==> config.mk <==
export PLATFORM = sky130hd
export DESIGN_NAME = mul_div_divider
export DESIGN_NICKNAME = d
export VERILOG_FILES = /design/src/rtl/mul_div_divider.sv
export SDC_FILE = /design/constraint.sdc
export NUM_CORES = 1
export LEC_CHECK = 0
export CAP_MARGIN = 0
export CORE_MARGIN = 5
export CORE_UTILIZATION = 45
export CTS_CLUSTER_DIAMETER = 120
export DETAILED_ROUTE_END_ITERATION = 12
export PLACE_DENSITY = 0.76
export SLEW_MARGIN = 20
export SYNTH_ARGS = -nofsm -noshare
export SYNTH_HDL_FRONTEND = slang
export SYNTH_SLANG_ARGS = --single-unit
export TNS_END_PERCENT = 10
==> constraint.sdc <==
create_clock -name clk -period 6.5 [get_ports clk]
set_input_delay 1.3 -clock clk [delete_from_list [all_inputs] [get_ports clk]]
set_output_delay 1.3 -clock clk [all_outputs]
set_load 0.01 [all_outputs]
==> src/rtl/mul_div_divider.sv <==
// Iterative radix-2 restoring divider for MIPS32 DIV/DIVU (LO = quotient, HI = remainder).
// Optional macro DIV_EARLY_OUT_EN: finish in one cycle on divide-by-zero or |dividend| < |divisor|.
module mul_div_divider (
  input  logic        clk,
  input  logic        resetn,
  input  logic        div_start,
  input  logic        div_signed,
  input  logic [31:0] opr1,
  input  logic [31:0] opr2,
  input  logic        abort,
  input  logic        hold,
  output logic        div_ready,
  output logic [31:0] div_lo,
  output logic [31:0] div_hi
);

  localparam int unsigned W  = 32;
  localparam int unsigned CW = 6;

  typedef enum logic [1:0] {IDLE, DIV, DONE} state_t;

  state_t          state, state_next;
  logic [W-1:0]    rem, quo, dsr;
  logic [CW-1:0]   cnt;
  logic            q_neg, r_neg;
  logic            load, finish;

  // Operand magnitudes and signs at the start request
  logic            s1, s2;
  logic [W-1:0]    mag1, mag2;

  assign s1   = div_signed & opr1[W-1];
  assign s2   = div_signed & opr2[W-1];
  assign mag1 = s1 ? W'(0) - opr1 : opr1;
  assign mag2 = s2 ? W'(0) - opr2 : opr2;

  // One restoring step: shift {rem, quo} left and trial-subtract the divisor
  logic [W:0]      shifted;
  logic [W-1:0]    diff, r_nxt, q_nxt, lo_fin, hi_fin;
  logic            qbit;

  assign shifted = {rem, quo[W-1]};
  assign qbit    = (shifted >= {1'b0, dsr});
  assign diff    = W'(shifted - {1'b0, dsr});
  assign r_nxt   = qbit ? diff : shifted[W-1:0];
  assign q_nxt   = {quo[W-2:0], qbit};
  assign lo_fin  = q_neg ? W'(0) - q_nxt : q_nxt;
  assign hi_fin  = r_neg ? W'(0) - r_nxt : r_nxt;

`ifdef DIV_EARLY_OUT_EN
  logic            early;
  logic [W-1:0]    early_q, early_lo;

  assign early_q  = (mag2 == '0) ? '1 : '0;
  assign early_lo = (s1 ^ s2) ? W'(0) - early_q : early_q;
`endif

  always_ff @(posedge clk or negedge resetn) begin
    if (!resetn) state <= IDLE;
    else         state <= state_next;
  end

  // Next-state and datapath control
  always_comb begin
    state_next = state;
    load       = 1'b0;
    finish     = 1'b0;
`ifdef DIV_EARLY_OUT_EN
    early      = 1'b0;
`endif
    unique case (state)
      IDLE: begin
        if (div_start && !abort) begin
          load       = 1'b1;
          state_next = DIV;
`ifdef DIV_EARLY_OUT_EN
          if (mag2 == '0 || mag1 < mag2) begin
            early      = 1'b1;
            state_next = DONE;
          end
`endif
        end
      end
      DIV: begin
        if (abort) begin
          state_next = IDLE;
        end else if (cnt == CW'(1)) begin
          finish     = 1'b1;
          state_next = DONE;
        end
      end
      DONE: begin
        if (abort || !hold) state_next = IDLE;
      end
      default: state_next = IDLE;
    endcase
  end

  always_ff @(posedge clk or negedge resetn) begin
    if (!resetn) begin
      rem       <= '0;
      quo       <= '0;
      dsr       <= '0;
      cnt       <= '0;
      q_neg     <= 1'b0;
      r_neg     <= 1'b0;
      div_ready <= 1'b0;
      div_lo    <= '0;
      div_hi    <= '0;
    end else begin
      if (load) begin
        rem   <= '0;
        quo   <= mag1;
        dsr   <= mag2;
        cnt   <= CW'(W);
        q_neg <= s1 ^ s2;
        r_neg <= s1;
      end else if (state == DIV && !abort) begin
        rem <= r_nxt;
        quo <= q_nxt;
        cnt <= cnt - CW'(1);
      end
      // Sign fix lands with the last iteration so the results are registered
      if (finish) begin
        div_lo <= lo_fin;
        div_hi <= hi_fin;
      end
`ifdef DIV_EARLY_OUT_EN
      if (early) begin
        div_lo <= early_lo;
        div_hi <= opr1;
      end
`endif
      div_ready <= (state_next == DONE);
    end
  end

endmodule

======== After elaboration in Yosys (flattened, before gate mapping) ========
Index checks and enable logic that the tools add are counted.
storage, ports and cells
  register bits after elaboration ......... 171
  output and inout port bits .............. 65
  input port bits ......................... 70
operators by class
  magnitude comparators ................... 1
  equal/unequal tests ..................... 4
  reduce and logical (&&, ||, !) cells .... 7
  $add $sub $neg .......................... 6
  bitwise gates (word level) .............. 3
  mux-type cells .......................... 21
operator list
  cell                     count
  $mux W32                 9
  $sub A1 B32 Y32 const A  4
  $ge A33 B32 Y1           1
  $sub A32 B32 Y32         1
  $mux W6                  2
  $mux W2                  4
  $eq A6 B1 Y1 const B     1
  $pmux W2 S3              1
  $sub A6 B1 Y6 const B    1
  $mux W1                  5
  $eq A2 B2 Y1 const B     2
  $and A1 B1 Y1            2
  $eq A2 B1 Y1 const B     1
  $logic_and A1 B1 Y1      2
  $logic_not A1 Y1         2
  $logic_not A2 Y1         1
  $reduce_bool A2 Y1       1
  $logic_or A1 B1 Y1       1
  $xor A1 B1 Y1            1

======== Logic depth before layout (Yosys ltp) ========
Gate-level depths: netlist of the first run.
  depth after elaboration ................. 5
  mapped depth ............................ 23

======== Worst setup path before layout of the first run ========
Ideal clock, no wire load.
  path kind ............................... reg-to-reg
  start ................................... reg rem[5]
  end ..................................... reg div_lo[30]
  setup time .............................. 0.131 ns
  data required time ...................... 6.369 ns
  cell stages (with the launch flop) ...... 21
  arrival ................................. 5.036 ns
  period minus slack after synthesis ...... 5.167 ns
  path slack .............................. 1.333 ns
  path buffers ............................ 4
  path through ............................ dfrtp_1 > ha_1 > buf_2 > a21oi_2 > o21ai_1 > a21o_1 > o311ai_4 > nand2_4 > inv_4 > buf_2 > buf_1 > clkbuf_1 > ha_1 > nand2b_1 > nand2b_1 > or3b_1 > or3_4 > or4_4 > o41ai_2 > xor2_1 > o21ai_1
between the ends
  cells in the longest elaborated chain, start to end .. 3
RTL lines
  item                    line  RTL
  from (decl)             23    logic [W-1:0] rem, quo, dsr;
  from (signal assigned)  119   rem <= r_nxt;
  $ge A33 B32 Y1          43    assign qbit = (shifted >= {1'b0, dsr});
  $sub A1 B32 Y32         47    assign lo_fin = q_neg ? W'(0) - q_nxt : q_nxt;
  $mux W32                47
  to (signal assigned)    125   div_lo <= lo_fin;
  to (decl)               13    output logic [31:0] div_lo,
Every way passes these cells.
A chain may end at the register's enable or synchronous reset.

======== Worst setup path after layout of the first run ========
  start ................................... reg rem[5]
  end ..................................... reg div_hi[30]
between the ends
  cells in the longest elaborated chain, start to end .. 4
RTL lines
  item                                                       line    RTL
  $sub A32 B32 Y32 / $ge A33 B32 Y1 (equally long branches)  44, 43
  $mux W32 *                                                 45      assign r_nxt = qbit ? diff : shifted[W-1:0];
  $sub A1 B32 Y32                                            48      assign hi_fin = r_neg ? W'(0) - r_nxt : r_nxt;
  $mux W32 *                                                 48
  to (signal assigned)                                       126     div_hi <= hi_fin;
  to (decl)                                                  14      output logic [31:0] div_hi
Mark *: on every way between the ends. The rest lies on a longest branch, timed or not.

==> metrics.csv, run 1 <==
metric;value;unit
kind of critical path;reg -> reg;
Final ANT Viol Nets;0;
CORE AREA;0.0260;mm2
Slew Limit Headroom;30.1;%
Vias;11000;
row cnt;59;
final instance area;0.0140;mm2
Iteration-0 DRC Markers;1023;
io pins;135;
overall power;7.13;mW
CTS clk-pin slew, worst paths;80;ps
final hold slack;478;ps
dpl hpwl;26.5;mm
reg2reg path depth;18;
Die W;172;um
1st-pass router iterations;6;
ys async rst share;100;%
first-pass GRT wire length;56.4;mm
Yosys top cell area share;36.2;%
Critical Path Source Type;flop;
initial antenna violation count;0;
CTS Hold Buffers Added;0;
FMAX;185;MHz
Netlist Area Pre-Place;0.0118;mm2
ys flop type;dfrtp_1;
max_cap viols;0;
Clk Latency, worst-skew pair;450;ps
most frequent cells in the layout;nand2_1 (279), o21ai_0 (204), dfrtp_1 (171);
Final Setup Violations;0;
leading area contributor after synthesis;dfrtp_1;
diode count;0;
Hold WC Path Type;reg -> reg;
power density cells;509;mW/mm2
htree depth;4;
share of cells above drive strength 1;4.26;%
final net count;1670;
postcts setup bufs;0;
post-synthesis sequential area ratio;36.2;%
pre-CTS WS;1170;ps
Final WS setup;1110;ps
CTS tree;done;
synthesized area per cell;8.01;um2
Synthesis Warnings;0;
Worst VDD drop;0.239;mV
Post-Route WL;35.0;mm
Syn Inst Count;1476;
Yosys reg bits;171;
Critical Path RT;6810;ps
crit path DAT;5700;ps
number of global-route vias before repair;10400;
routed wire length per instance;18.3;um
min cycle time layout;5390;ps
commonest non-fill, non-tap cell in the layout;nand2_1;
status;finished clean;
hold depth;2;
final hold vios;0;
Max FO, Critical Path;37;
top post-synthesis cells by area;dfrtp_1 (36%), nand2_1 (8.9%), o21ai_0 (8.6%);
Sink Count;171;
post-route setup TNS;0;ps
area grow syn2layout;18.4;%
Post-CTS Resized;0;
worst-case clock buffer depth;2;
RSZ-0062 raised after global routing;no;
Overall Global Routing Usage;23.8;%
final max-slew violation count;0;
die area;0.0296;mm2
starting density of the core;45.5;%
largest net degree at the start of global routing;129;
CTS Buf Count;17;
Post-synth EDFFs;0;
gr ovfl total;0;
net count after synthesis;1585;
CTS Root Cell;clkbuf_16;
Placer Congestion;0.939;
Port Buffers;134;
Via density;5.77;
die height;172;um
Placed Area;0.0134;mm2
Tcrit/Tclk final;83.0;%
Critical Path Sink Type;flop;
Worst Tran Pin Value;1050;ps
Distinct cells, synth;73;
Pleak;5.85;nW
Clock Skews;16.7;ps
DRC viols;0;
==> where the power goes <==
group	switching (mW)	internal, mW	total, mW
clock network	0.522	0.520	1.04
logic	2.63	1.66	4.29
registers	0.392	1.40	1.80
==> per-layer routing <==
metal | global-route usage (%) | wire [um]
met5 | 0 | 0
met3 | 4.44 | 2520
met1 | 37.5 | 17100
met2 | 34.3 | 15000
met4 | 3.96 | 299
==> cells in the mapped netlist, types with 3 or more instances <==
cell,number
nand2_1,280
o21ai_0,204
dfrtp_1,171
nor2_1,111
a21oi_1,74
xor2_1,74
xnor2_1,70
clkbuf_1,64
inv_1,49
a31oi_1,46
ha_1,38
mux2i_1,25
nor3_1,25
o31ai_1,20
nand3_1,18
nor4_1,18
or3_1,17
nand4_1,13
a21o_1,12
a211oi_1,10
buf_2,9
and3_1,8
nand2b_1,8
o21ai_1,8
nand3b_1,7
o21a_1,7
o41ai_1,7
a211o_1,6
and2_1,5
o211ai_1,5
o211a_1,4
a22oi_1,3
nand4b_1,3
o21bai_1,3
o31a_1,3
o41ai_2,3
or4_1,3
==> final cells by class <==
type | instances | area, um2
multi-input combinational | 1178 | 7070
fill | 2418 | 12000
clock inverter | 15 | 176
sequential | 171 | 4280
timing repair buffer | 143 | 1430
tap | 335 | 419
inverter | 50 | 190
clock buffer | 17 | 425
==> cells by family after synthesis <==
group,after synthesis,synth area share [%]
adders and majority gates,39,4.19
xor gates and xnor gates,144,10.7
buffers and inverters,127,4.21
DFF,171,36.2
and+or+nand+nor,537,20.7
muxes,26,2.21
AOI/OAI and AO/OA,432,21.8
==> through the flow <==
| stage | cells | util (%) |
|---|---|---|
| detailed placement | 1876 | 51.4 |
| floorplan | 1476 | - |
| global placement | 1876 | 51.4 |
| CTS | 1908 | 53.7 |
| finish | 1909 | 53.8 |
| global route | 1909 | 53.8 |
==> flip-flops by register name (all words and copies together) (netlist names) <==
name       flops
div_hi        32
div_lo        32
dsr           32
quo           32
rem           32
cnt            6
state          2
div_ready      1
q_neg          1
r_neg          1
==> critical path, stage by stage, from the launching register on <==
cell and delay, ps:
dfrtp_1 440, ha_1 440, a21oi_2 260, o21ai_1 170, a21o_1 280, o311ai_4 460, nand2_4 190, inv_4 350
mux2i_1 370, ha_1 240, inv_1 80, a2111o_1 280, a211oi_1 190, a31oi_1 130, nor3_1 570, nand4_1 290
o31ai_1 310, xnor2_1 150, o21ai_1 70
==> worst paths after layout <==
check                      startpoint         end  slack (ps)
setup reg to reg               rem[5]  div_hi[30]        1110
min in group asynchronous      resetn      dsr[7]         760
setup / recovery               rem[5]  div_hi[30]        1110
hold reg to reg            div_hi[12]  div_hi[12]         480
hold / removal             div_hi[12]  div_hi[12]         480
max in group asynchronous      resetn     rem[15]        4380
(Power assumes the default switching activity.)
==> inputs of run 2 (changes only) <==
- clock period: 6.5 -> 5.33 ns (I/O delays scaled with it)
==> metrics.csv, run 2 (synthesis results as in run 1) <==
metric;value;unit;change
kind of critical path;reg -> reg;;
Clock Skews;9.75;ps;-6.93 ps
worst-case clock buffer depth;2;;unchanged
Pleak;5.91;nW;+1.1%
Critical Path RT;5650;ps;-1160 ps
Vias;11100;;+0.88%
RSZ-0062 raised after global routing;no;;
final core utilization;54.3;%;+0.41 points
most frequent cells in the layout;nand2_1 (279), o21ai_0 (204), dfrtp_1 (171);;
Hold WC Path Type;in -> async;;
Critical Path Source Type;flop;;
max_cap viols;0;;unchanged
diode count;0;;unchanged
area grow syn2layout;19.3;%;
starting density of the core;45.5;%;unchanged
die area;0.0296;mm2;unchanged
dpl hpwl;26.9;mm;+1.6%
Post-CTS Resized;0;;unchanged
Filler Cells Inserted;2438;;+0.83%
final net count;1681;;+0.66%
Overall Global Routing Usage;23.9;%;+0.14 points
Final Setup Violations;0;;unchanged
power density cells;632;mW/mm2;+24%
GRT met2 Usage;34.6;%;+0.36 points
gr busiest metal;met1;;
htree depth;4;;unchanged
final instance area;0.0141;mm2;+0.77%
Placed Area;0.0134;mm2;+0.71%
Clk Latency, worst-skew pair;450;ps;about the same
Post-Route WL;35.5;mm;+1.6%
gr ovfl total;0;;unchanged
DRC viols;0;;unchanged
CP peak stage delay;530;ps;-40 ps
CTS clk-pin slew, worst paths;80;ps;about the same
fin cells;1920;;+0.58%
Register Area;0.00428;mm2;unchanged
commonest non-fill, non-tap cell in the layout;nand2_1;;
Tcrit/Tclk final;91.9;%;+8.9 points
Iteration-0 DRC Markers;961;;-6.1%
routed wire length per instance;18.5;um;+0.98%
number of global-route vias before repair;10200;;-2.0%
min cycle time layout;4900;ps;-496 ps
met3 Resource Use GR;3.73;%;-0.71 points
Max FO, Critical Path;17;;-54%
status;finished clean;;
critical-path cell list;ha_1, a21oi_2, o21ai_1, a21o_1, o311ai_4, nand2_4, inv_4, ha_1, nand2b_1, nand2b_1, or3b_1, or3_4, or4_4, o41ai_2, xor2_1, o21ai_1;;
CORE AREA;0.0260;mm2;unchanged
Slew Limit Headroom;33.1;%;+3.0 points
Worst Setup SP;rem[5];;
met1 usage;37.3;%;-0.21 points
Die W;172;um;unchanged
io pins;135;;unchanged
row cnt;59;;unchanged
CTS Hold Buffers Added;0;;unchanged
share of cells above drive strength 1;4.92;%;+0.66 points
CTS Buf Count;17;;unchanged
Via density;5.79;;+0.30%
CTS tree;done;;
Post-Place Cells;1887;;+0.59%
largest net degree at the start of global routing;129;;unchanged
1st-pass router iterations;5;;-1
Worst Tran Pin Value;1000;ps;-44.9 ps
Sink Count;171;;unchanged
final hold slack;473;ps;-5.40 ps
first-pass GRT wire length;56.2;mm;-0.26%
crit path DAT;5210;ps;-490 ps
CTS Root Cell;clkbuf_16;;
Worst VDD drop;0.355;mV;+48%
postcts setup bufs;0;;unchanged
area of the multi-input gates;0.00707;mm2;unchanged
initial antenna violation count;0;;unchanged
final max-slew violation count;0;;unchanged
Worst path slowest cell;or4_4;;
FMAX;204;MHz;+10%
Placer Congestion;0.980;;+4.4%
Port Buffers;134;;unchanged
final hold vios;0;;unchanged
Final ANT Viol Nets;0;;unchanged
post-route setup TNS;0;ps;unchanged
die height;172;um;unchanged
Critical Path Sink Type;flop;;
reg2reg start;rem[5];;
run 2: cell type report:
type                    instances  area share (%)
clock inverters                14            1.24
flip-flops and latches        171            30.3
inverters                      50            1.35
clock buffers                  18            3.11
repair buffers                154            10.8
well taps                     335            2.97
multi-input cells            1178            50.2
run 2: critical path: cells and delay by family, from the launching register on:
kind	cells	cell delay [ps]
buffers and inverters	1	180
adders and majority gates	2	640
AOI/OAI and AO/OA	6	1520
DFF	1	440
xor gates and xnor gates	1	170
and+or+nand+nor	6	1800
run 2: per-stage QoR:
stage / setup slack (ps) / power, mW
3_3_place_gp: 622 / 7.41
3_5_place_dp: 471 / 7.47
6_report: 432 / 8.91
2_1_floorplan: 163 / 5.92
4_1_cts: 458 / 8.80
5_1_grt: 121 / 9.51
run 2: power by group:
part | switching [mW] | internal (mW)
clock | 0.646 | 0.649
sequential | 0.479 | 1.71
combinational | 3.30 | 2.12
run 2: path summary, 6_finish.rpt:
path | slack, ps | to | cells after the start
max in group asynchronous | 4170 | rem[17] | 2
min | 470 | dsr[11] | 1
min in group clk | 480 | div_lo[27] | 2
max reg2reg | 430 | div_lo[30] | 16
min reg2reg | 480 | div_lo[27] | 2
max | 430 | div_lo[30] | 16
run 2: layer usage:
layer  share of wire [%]  wire, um  vias to the layer above
met5                   0         0                        -
met4                 1.4       483                        0
met3                 8.8      3120                       43
met2                  42     15100                      462
met1                  47     16800                     5223
li1                    -         -                     5386
==> inputs of run 3 (changes only) <==
- MAX_ROUTING_LAYER: unset -> met4
==> metrics.csv, run 3 (synthesis results as in run 1) <==
metric;value;unit;change
status;finished clean;;
Critical Path Sink Type;flop;;
initial antenna violation count;0;;unchanged
critical-path cell list;ha_1, a21oi_2, o21ai_1, a21o_1, o311ai_4, nand2_4, inv_4, ha_1, nand2b_1, nand2b_1, or3b_1, or3_4, or4_4, o41ai_2, xor2_1, o21ai_1;;
final hold vios;0;;unchanged
dpl hpwl;26.6;mm;-0.90%
CTS Hold Buffers Added;0;;unchanged
postcts setup bufs;0;;unchanged
Clock Power Share;14.9;%;+0.4 points
die area;0.0296;mm2;unchanged
Hold EP;dsr[11];;
CP peak stage delay;520;ps;about the same
Worst VDD drop;0.274;mV;-23%
Post-Route WL;35.4;mm;-0.24%
Hold WC Path Type;reg -> reg;;
starting density of the core;45.5;%;unchanged
CTS Root Cell;clkbuf_16;;
CTS tree;done;;
row cnt;59;;unchanged
crit path DAT;5220;ps;about the same
area of the multi-input gates;0.00707;mm2;unchanged
Reg power frac;24.4;%;-0.2 points
Sink Count;171;;unchanged
number of global-route vias before repair;9979;;-1.7%
R2R Setup Slk;410;ps;-20 ps
hold depth;2;;
Critical Path Source Type;flop;;
power density cells;635;mW/mm2;+0.46%
Port Buffers;134;;unchanged
Worst path slowest cell;or4_4;;
RSZ-0062 raised after global routing;no;;
Register Area;0.00428;mm2;unchanged
FMAX;203;MHz;-0.38%
Post-CTS Resized;0;;unchanged
Slew Limit Headroom;32.7;%;-0.39 points
Critical Path RT;5640;ps;about the same
Final ANT Viol Nets;0;;unchanged
RR Endpoint;div_lo[30];;
commonest non-fill, non-tap cell in the layout;nand2_1;;
CTS Buf Count;17;;unchanged
Switching Fraction;49.9;%;+0.28 points
hold_sp;dsr[11];;
gr ovfl total;0;;unchanged
largest net degree at the start of global routing;129;;unchanged
io pins;135;;unchanged
share of cells above drive strength 1;4.68;%;-0.24 points
kind of critical path;reg -> reg;;
worst-case clock buffer depth;2;;unchanged
CORE AREA;0.0260;mm2;unchanged
Clock Skews;12.0;ps;+2.28 ps
routed wire length per instance;18.5;um;about the same
Die W;172;um;unchanged
final net count;1677;;-0.24%
min cycle time layout;4920;ps;+18.6 ps
reg2reg path depth;16;;unchanged
Worst Tran Pin Value;1010;ps;+3.45 ps
CTS clk-pin slew, worst paths;80;ps;about the same
Overall Global Routing Usage;24.3;%;+0.38 points
Filler Cells Inserted;2430;;-0.33%
most frequent cells in the layout;nand2_1 (279), o21ai_0 (204), dfrtp_1 (171);;
post-route setup TNS;0;ps;unchanged
final instance area;0.0141;mm2;-0.17%
DRC viols;0;;unchanged
internal power;4.47;mW;-0.27%
Iteration-0 DRC Markers;1246;;+30%
Max FO, Critical Path;15;;-2
Combinational Power Share;60.8;%;about the same
diode count;0;;unchanged
first-pass GRT wire length;55.4;mm;-1.5%
Placer Congestion;1.00;;+2.0%
area grow syn2layout;19.1;%;
Pleak;5.89;nW;-0.32%
max_cap viols;0;;unchanged
Vias;11100;;-0.036%
Final Setup Violations;0;;unchanged
P_sw;4.46;mW;+0.86%
final max-slew violation count;0;;unchanged
die height;172;um;unchanged
Placed Area;0.0134;mm2;-0.17%
reg2reg start;rem[5];;
Clk Latency, worst-skew pair;440;ps;about the same
htree depth;4;;unchanged
Tcrit/Tclk final;92.2;%;+0.35 points
Via density;5.80;;+0.17%
1st-pass router iterations;5;;unchanged
-- run 3: worst max-delay path by stage --
stage / start / to / depth (start not counted)
2_1_floorplan: rem[5] / div_lo[30] / 20
3_3_place_gp: rem[5] / div_lo[30] / 16
3_5_place_dp: rem[5] / div_lo[30] / 16
4_1_cts: rem[5] / div_lo[30] / 16
6_report: rem[5] / div_lo[30] / 16
5_1_grt: rem[5] / div_lo[30] / 16
-- run 3: critical path, delay by kind of cell (launching register included) --
family / cells / cell delay (ps)
AOI/OAI and AO/OA: 6 / 1530
buffers and inverters: 1 / 140
and+or+nand+nor: 6 / 1900
DFF: 1 / 440
adders and majority gates: 2 / 600
xor gates and xnor gates: 1 / 180
-- run 3: final cells by class --
type                       instances  area share [%]
clock buffer                      17            3.02
clock inverter                    15            1.50
inverter                          50            1.35
multi-input combinational       1178            50.2
sequential                       171            30.4
tap                              335            2.98
timing repair buffer             150            10.5
-- run 3: power groups by stage --
stage               sequential, mW  clock [mW]  combinational, mW
floorplan                     2.12           0               3.80
global placement              2.17           0               5.23
detailed placement            2.19           0               5.28
CTS                           2.17        1.34               5.32
global route                  2.24        1.40               5.88
finish                        2.18        1.33               5.43
-- run 3: through the flow --
step,utilization [%],cells,hold WS [ps],setup WS [ps],power [mW]
4_1_cts,54.1,1916,488,429,8.82
3_5_place_dp,51.7,1884,470,455,7.47
2_1_floorplan,-,1476,450,163,5.92
3_3_place_gp,51.7,1884,461,592,7.41
5_1_grt,54.2,1916,513,139,9.52
6_report,54.2,1916,482,413,8.94
-- run 3: per-layer routing --
layer / vias up / routed length (um) / track usage [%]
met1: 5208 / 16900 / 37.8
met5: - / 0 / -
met2: 470 / 14700 / 32.6
met4: 0 / 663 / 6.12
met3: 57 / 3130 / 3.82
li1: 5375 / - / -
==> patch, RTL diff (config.mk and constraints of run 1) <==
Change the localparam `CW` from 6 to 7.
--- a/src/rtl/mul_div_divider.sv
+++ b/src/rtl/mul_div_divider.sv
@@ -15,7 +15,7 @@
 );
 
   localparam int unsigned W  = 32;
-  localparam int unsigned CW = 6;
+  localparam int unsigned CW = 7;
 
   typedef enum logic [1:0] {IDLE, DIV, DONE} state_t;
 
Function: same outputs for any inputs over 10 cycles, from zero or initial values and one cycle with resetn low; that may be too few to reach the edited logic, so the function may still have changed.
==> patch against run 1 <==
- final area barely moved
- non-clock buffer count increased by 4
- fmax grew 0.84%
- total power is 0.53% lower
- count of clock-buffer cells in the layout is the same
- sequential cell count rose by 1
- area after synthesis is essentially flat
- combinational power down 1%
- global-route usage decreased by 0.48 points
- routed wire length decreased by 1.0%
- setup slack better by 0.045 ns
- critical path type unchanged
- highest routed layer unchanged
==> patch: results (changes against run 1) <==
[global_route]
grt_pass1_wl_microns=55900  ; -0.83%
grt_pass1_vias=10500  ; +1.4%
grt_max_degree=109  ; -16%
met3_usage_pct=3.34  ; -1.1 points
track_usage_pct=23.3  ; -0.48 points

[logic_synthesis]
synth.area.top_cells=dfrtp_1 36%, nand2_1 8.7%, o21ai_0 7.0%, xor2_1 5.6%, xnor2_1 4.9%
ys_seq_area_share_pct=36.4  ; +0.23 points
synth_area_per_cell_sq_um=8.08  ; +0.90%
ys_types=75  ; +2.7%
synth_common_cells=273 x nand2_1, 172 x dfrtp_1, 165 x o21ai_0
syn-num-nets=1571  ; -0.88%

[layout]
nets=1664  ; -0.36%
drive_gt1_share_pct=4.40  ; +0.14 points
final_cells=1903  ; -0.31%

[routing]
wl_met1_microns=16400  ; -4.6%
dr_wl_met3_microns=2730  ; +8.1%
via_per_inst=5.86  ; +1.5%
drt_iter0_markers=1281  ; +25%

[timing]
min_period_ns=5.35  ; -0.0451 ns
tightest_slew_ns=0.915  ; -0.134 ns
finalClockSkew_ns=0.0163  ; -0.000367 ns

[setup_path]
critPathCapture=div_hi[26]
slowest_stage=a222oi_1
reg2regPathDepth=20  ; +2
critical-path-top-delay-family=simple AND/OR/NAND/NOR gates
crit_start=rem[16]
critPathMaxFanout=29  ; -22%

[pwr]
ir_drop_mv=0.262  ; +9.3%
p_leak_nw=5.85  ; about the same

[placed_design]
dp_hpwl_microns=26100  ; -1.3%
post-place-ws_ns=1.32  ; +0.152 ns
io_buffers=134  ; unchanged
gp_congestion=1.00  ; +7.0%

[hold_path]
worstHoldEndpoint=div_hi[21]
hp-start=div_hi[21]

[outcome]
status=complete, no violations

==> patch: changes by cell type in the layout (fill, tap and decap cells not counted), moves of 6 or more <==
cell and delta:
o21ai_0 -39, o21ai_1 +9, inv_1 +7, or4_1 +14
or3_1 -7, mux2i_1 -11, a31oi_1 -6, nor2_1 -14
nand2_1 -7, o31ai_1 +6, o211ai_1 +6
==> patch: where the power goes <==
part           internal (mW)  switching (mW)
Sequential              1.42           0.382
Clock                  0.526           0.523
Combinational           1.65            2.59
Total                   3.60            3.49
==> patch: logic make-up (layout without fill, tap and decap cells) <==
family	after synthesis	count (layout)	synth area share [%]
compound gates	431	431	22.3
xor+xnor	142	142	10.5
fa+ha+maj	39	39	4.19
buf+inv	130	236	4.41
flops	172	172	36.4
mux	17	17	1.47
simple gates	531	531	20.7
==> patch: final cells by class <==
type	count	area, sq um
fill	2437	12000
clock buffer	17	425
clock inverter	15	186
timing repair buffer	147	1440
sequential	172	4300
multi-input combinational	1160	7010
inverter	57	214
tap	335	419
